File: config.mk
export PLATFORM = sky130hd
export DESIGN_NAME = recovery_ctrl
export DESIGN_NICKNAME = d
export VERILOG_FILES = /design/src/rtl/recovery_ctrl.sv
export SDC_FILE = /design/constraint.sdc
export NUM_CORES = 1
export LEC_CHECK = 0
export ABC_AREA = 0
export BUFFER_PORTS_ARGS = -buffer_cell sky130_fd_sc_hd__buf_2
export CAP_MARGIN = 15
export CORE_MARGIN = 4
export CORE_UTILIZATION = 52
export CTS_BUF_LIST = sky130_fd_sc_hd__clkbuf_16
export CTS_CLUSTER_DIAMETER = 30
export CTS_CLUSTER_SIZE = 20
export DETAILED_ROUTE_END_ITERATION = 12
export GPL_TIMING_DRIVEN = 1
export PLACE_DENSITY_LB_ADDON = 0.1
export SYNTH_ARGS = -nofsm -noshare
export SYNTH_HDL_FRONTEND = slang
export SYNTH_SLANG_ARGS = --single-unit
File: constraint.sdc
create_clock -name clock -period 3.28 [get_ports clock]
set_input_delay 0.164 -clock clock [delete_from_list [all_inputs] [get_ports clock]]
set_output_delay 0.164 -clock clock [all_outputs]
set_load 0.01 [all_outputs]
File: src/rtl/recovery_ctrl.sv
// recovery_ctrl: sequences branch-mispredict recovery.
//   On BPRecoverEN in IDLE the target PC is latched, then the FSM walks
//   SQUASH -> DRAIN -> REDIRECT -> IDLE.
//   SQUASH pulses the ROB/RS/FU squash and the map-table/freelist restores.
//   DRAIN drops in-flight FU completions for DRAIN_CYCLES cycles.
//   REDIRECT offers redirect_pc to fetch until fetch_ready is seen.
// Ports:
//   clock, reset                  clock and asynchronous active-high reset
//   BPRecoverEN, bp_target_pc     mispredict trigger and correct PC from retire
//   fetch_ready                   fetch accepts the redirect
//   squash, mt_restore,
//   fl_restore                    single-cycle restore strobes
//   fu_drop                       discard FU completions
//   redirect_valid, redirect_pc   redirect offered to fetch
//   dispatch_stall, retire_stall  pipeline holds while recovering
//   busy                          FSM not idle
//   recover_cnt                   completed recoveries, saturating
//   overlap_err                   sticky: trigger seen while busy
module recovery_ctrl #(
    parameter int unsigned XLEN         = 32,
    parameter int unsigned DRAIN_CYCLES = 3,
    parameter int unsigned CNT_W        = 16
) (
    input  logic             clock,
    input  logic             reset,
    input  logic             BPRecoverEN,
    input  logic [XLEN-1:0]  bp_target_pc,
    input  logic             fetch_ready,
    output logic             squash,
    output logic             mt_restore,
    output logic             fl_restore,
    output logic             fu_drop,
    output logic             redirect_valid,
    output logic [XLEN-1:0]  redirect_pc,
    output logic             dispatch_stall,
    output logic             retire_stall,
    output logic             busy,
    output logic [CNT_W-1:0] recover_cnt,
    output logic             overlap_err
);

    // Counter wide enough to hold DRAIN_CYCLES (at least one bit).
    localparam int unsigned DW = (DRAIN_CYCLES > 0) ? $clog2(DRAIN_CYCLES + 1) : 1;

    typedef enum logic [1:0] {
        StIdle,
        StSquash,
        StDrain,
        StRedirect
    } state_e;

    state_e        state_q, state_d;
    logic [DW-1:0] drain_q;
    logic          handshake;

    assign handshake = (state_q == StRedirect) && fetch_ready;

    always_comb begin
        state_d = state_q;
        unique case (state_q)
            StIdle:     if (BPRecoverEN) state_d = StSquash;
            StSquash:   state_d = (DRAIN_CYCLES == 0) ? StRedirect : StDrain;
            StDrain:    if (drain_q == DW'(1)) state_d = StRedirect;
            StRedirect: if (fetch_ready) state_d = StIdle;
            default:    state_d = StIdle;
        endcase
    end

    // Outputs are registered from the next state so they line up with state_q.
    always_ff @(posedge clock or posedge reset) begin
        if (reset) begin
            state_q        <= StIdle;
            drain_q        <= '0;
            redirect_pc    <= '0;
            recover_cnt    <= '0;
            overlap_err    <= 1'b0;
            squash         <= 1'b0;
            mt_restore     <= 1'b0;
            fl_restore     <= 1'b0;
            fu_drop        <= 1'b0;
            redirect_valid <= 1'b0;
            dispatch_stall <= 1'b0;
            retire_stall   <= 1'b0;
            busy           <= 1'b0;
        end else begin
            state_q        <= state_d;
            squash         <= (state_d == StSquash);
            mt_restore     <= (state_d == StSquash);
            fl_restore     <= (state_d == StSquash);
            fu_drop        <= (state_d == StSquash) || (state_d == StDrain);
            redirect_valid <= (state_d == StRedirect);
            dispatch_stall <= (state_d != StIdle);
            retire_stall   <= (state_d != StIdle);
            busy           <= (state_d != StIdle);

            if (state_q == StIdle && BPRecoverEN) begin
                redirect_pc <= bp_target_pc;
            end

            if (state_q == StSquash) begin
                drain_q <= DW'(DRAIN_CYCLES);
            end else if (state_q == StDrain) begin
                drain_q <= drain_q - DW'(1);
            end

            if (handshake && recover_cnt != {CNT_W{1'b1}}) begin
                recover_cnt <= recover_cnt + CNT_W'(1);
            end

            // A trigger in any non-idle state, including the final REDIRECT
            // cycle, is dropped and flagged.
            if (BPRecoverEN && state_q != StIdle) begin
                overlap_err <= 1'b1;
            end
        end
    end

endmodule
==> key figures <==
Logic synthesis
  • Adder-Cell Fraction of Synth Area: 4.543%
  • Netlist Area Pre-Place: roughly 2500 um^2
  • EDFF count, synth: 0
  • Post-Synthesis Cells: around 190
  • Yosys top cell by area: dfrtp_1
  • Sequential share of the synthesized area: 57.55%
  • Synth Register Bits: 57
  • Syn Nets: roughly 230
  • Ys Warns: 0
  • Synth cell types: 31
  • Xor/xnor cell area share of the yosys netlist: 5.300%
  • Yosys top cell area share: between 50% and 60%
  • Async SR Flop Fraction: between 90% and 100%
  • Commonest register cell after synthesis: dfrtp_1
  • Synth area leaders: dfrtp_1 58%, mux2_2 15%, ha_1 4.5%
  • Compound-Gate Fraction of Synth Area: under 10%
  • Syn_area_per_cell: approximately 13 um^2
  • Simple-Gate Fraction of Synth Area: a little under an eighth
  • Largest family of logic cells by synthesized area: multiplexers
  • Post-synthesis mux area share: between 10% and 20%

STA
  • Share of the clock period used by the worst path: 56.99%
  • Final worst slack: 1.411 ns
  • F_max: 0.5350 GHz
  • Final clock skew: ~0.0044 ns
  • Final Hold Viols: 0
  • # setup viols final: 0
  • Max-slew violation count: 0
  • Worst-Margin Slew: approximately 0.86 ns
  • Fin Hold WS: around 0.033 ns
  • Max transition margin: 42.59%
  • Crit path time final: about 1.9 ns
  • Fin Setup TNS: 0 ns
  • RSZ-0062 raised after global routing: no

Critical path
  • Worst R2R Start: state_q[0]
  • Required @ worst endpoint: ~3.5 ns
  • CP endpoint kind: flop
  • Crit path to: fu_drop
  • Worst-path fanout max: 5
  • Crit Reg-Reg Endpoint: fu_drop
  • Worst R2R Path Depth: 8
  • CP arrival: 2.08 ns
  • WS Path Type: flop to flop
  • Startpoint Class: flop
  • Setup crit start: state_q[0]
  • Register-to-register setup slack: between 1 and 1.5 ns

Pwr
  • Worst vdd ir: slightly below 0.6 mV
  • Sequential share of power: between 30% and 40%
  • Power per cell area: 913.7 nW/um^2
  • Sw Share: between 30% and 40%
  • P_leak: roughly 1.7 nW
  • Net switching power: just under 1 mW
  • Gate power share: between 30% and 40%
  • Int Power: approximately 2.0 mW
  • Power share of the clock group: 26.4%

Clock network
  • CTS tree: done
  • Sink Count: between 50 and 60
  • Hold buffers post-CTS: 0
  • Clock transition at path regs: 0.05 ns
  • CTS Buf Count: 9
  • Clk root buf: clkbuf_16
  • Setup Buffers After CTS: 0
  • H-tree depth: 3
  • Post_cts resized: 0
  • Clock Latency Late Sink: 0.32 ns
  • CTS Buffer Depth: 2

Placement
  • DP HPWL: between 3 and 4 mm
  • Placer congestion estimate: roughly 0.85
  • PortBufs: 92
  • Dpl ws: roughly 1.4 ns

Die
  • Die footprint: about 5900 um^2
  • Die X: a little under 80 um
  • Core box area: 4474 um^2
  • Placement Rows: 24
  • Die height: ~77 um
  • # IOs: 93
  • Initial Util: about 55%

Global route
  • GR Layer Usage met1: ~23%
  • Global route hottest layer: met2
  • GR Util All Layers: between 10% and 20%
  • GR Overflow Total: 0
  • Met3 global-route usage: between 6 and 7%
  • Largest net degree at the start of global routing: 43
  • Vias in the first global route: between 1500 and 2000
  • Initial antenna violation count: 0
  • Met2 Usage GRT: ~28%
  • First-pass GRT wire length: between 8 and 9 mm

Layout
  • Area growth from synthesis to layout: 30.44%
  • Layout Utilization: between 70% and 80%
  • Final #Nets: around 330
  • Layout cell share with drive strength beyond 1: 50.52%
  • Antenna cells: 0

Drt
  • DR vias/cell: slightly above 5
  • Routed vias: 1747
  • Final wirelength: around 5 mm
  • DR pass1 iterations: 4
  • Wire per inst: 14.78 um
  • Antenna Violating Nets Remaining: 0
  • DRC Markers: 0
  • 1st-iter DRT viols: 46

Outcome
  • Outcome: complete, no violations

Min path
  • Worst hold-check path type: input pin to asynchronous set/reset pin

Run
  • Max Cap Viol: 0
==> how the worst min path moves through the flow <==
| stage | slack (ns) | start | endpoint |
|---|---|---|---|
| floorplan | 0.28 | BPRecoverEN | overlap_err |
| global placement | 0.39 | reset | redirect_pc[21] |
| detailed placement | 0.40 | reset | redirect_pc[16] |
| CTS | 0.06 | reset | redirect_pc[24] |
| global route | 0.07 | bp_target_pc[14] | redirect_pc[14] |
| finish | 0.03 | reset | redirect_pc[16] |
==> power by group through the flow <==
stage / registers [mW] / clock network [mW] / logic (mW)
after floorplan: 1.27 / 0 / 0.540
after global placement: 1.14 / 0 / 1.02
after detailed placement: 1.16 / 0 / 1.04
after CTS: 1.15 / 0.803 / 1.05
after global routing: 1.19 / 0.841 / 1.13
final: 1.15 / 0.780 / 1.03
==> metal layers <==
| metal | routed length [um] | vias to the layer above | share of wire [%] |
|---|---|---|---|
| li1 | - | 844 | - |
| met1 | 2220 | 830 | 44 |
| met2 | 2408 | 61 | 48 |
| met3 | 347 | 12 | 6.8 |
| met4 | 91 | 0 | 1.8 |
| met5 | 0 | - | 0 |
==> logic make-up (layout without fill, tap and decap cells) <==
group                      Yosys count  in the layout
DFF                                 57             57
and+or+nand+nor                     46             46
muxes                               34             34
buffers and inverters               17            120
xor gates and xnor gates            15             15
AOI/OAI and AO/OA                   10             10
adders and majority gates            9              9
==> registers in the layout, summed over array words and instances, names as in the netlist <==
name	flops
recover_cnt	16
fu_drop	1
redirect_valid	1
overlap_err	1
fl_restore	1
state_q	2
drain_q	2
busy	1
redirect_pc	32
==> through the flow <==
step / cells / power [mW] / cell area, um^2
after global routing: 343 / 3.157 / 3233
after global placement: 327 / 2.158 / 2978
after floorplan: 188 / 1.810 / 2479
after detailed placement: 327 / 2.198 / 2978
final: 343 / 2.954 / 3233
after CTS: 343 / 2.996 / 3233
==> cell type report <==
cell class                 instances  area (um^2)
inverter                          10        37.54
multi-input combinational        114        973.4
clock inverter                     7        30.03
clock buffer                       9        225.2
timing repair buffer              94        475.5
tap                               52        65.06
fill                             344         1241
sequential                        57         1426
==> worst max-delay path: stages, from the launching register on <==
cell,delay [ns]
dfrtp_1,0.42
inv_1,0.10
ha_1,0.23
inv_1,0.10
or3_1,0.30
o21ai_0,0.16
inv_1,0.13
ha_1,0.29
inv_1,0.03
==> cell usage in the layout (no fill, tap or decap) <==
cell type  count
inv_1         11
inv_2          1
clkinv_2       3
buf_4          2
xnor2_1        3
nor2_1         7
a21o_1         1
a211oi_1       1
mux2_2        32
nand4b_1       2
a21oi_1        3
dfrtp_1       57
nand3_1        5
clkbuf_16      9
or3_1          2
xor2_1        12
nor2_2         1
nor4_4         1
mux2i_1        1
nor4_2         1
nand2b_1       1
and3_2         1
ha_1           9
nand4_1        1
nor4_1         3
buf_2         92
and4_1         1
o21a_1         1
nand4_4        1
clkinv_1       2
o21ai_0        4
mux2_4         1
nand2_1       11
nand4_2        2
nor3_1         6
==> synthesized netlist by cell type, drive strengths merged, types with 5 or more instances <==
library cell   n
nor4           5
dfrtp         57
ha             9
nor3           6
nand2         11
buf            7
xor2          12
inv           10
mux2          33
nor2           8
nand3          5
No activity file was read; power rests on OpenSTA's default activity.
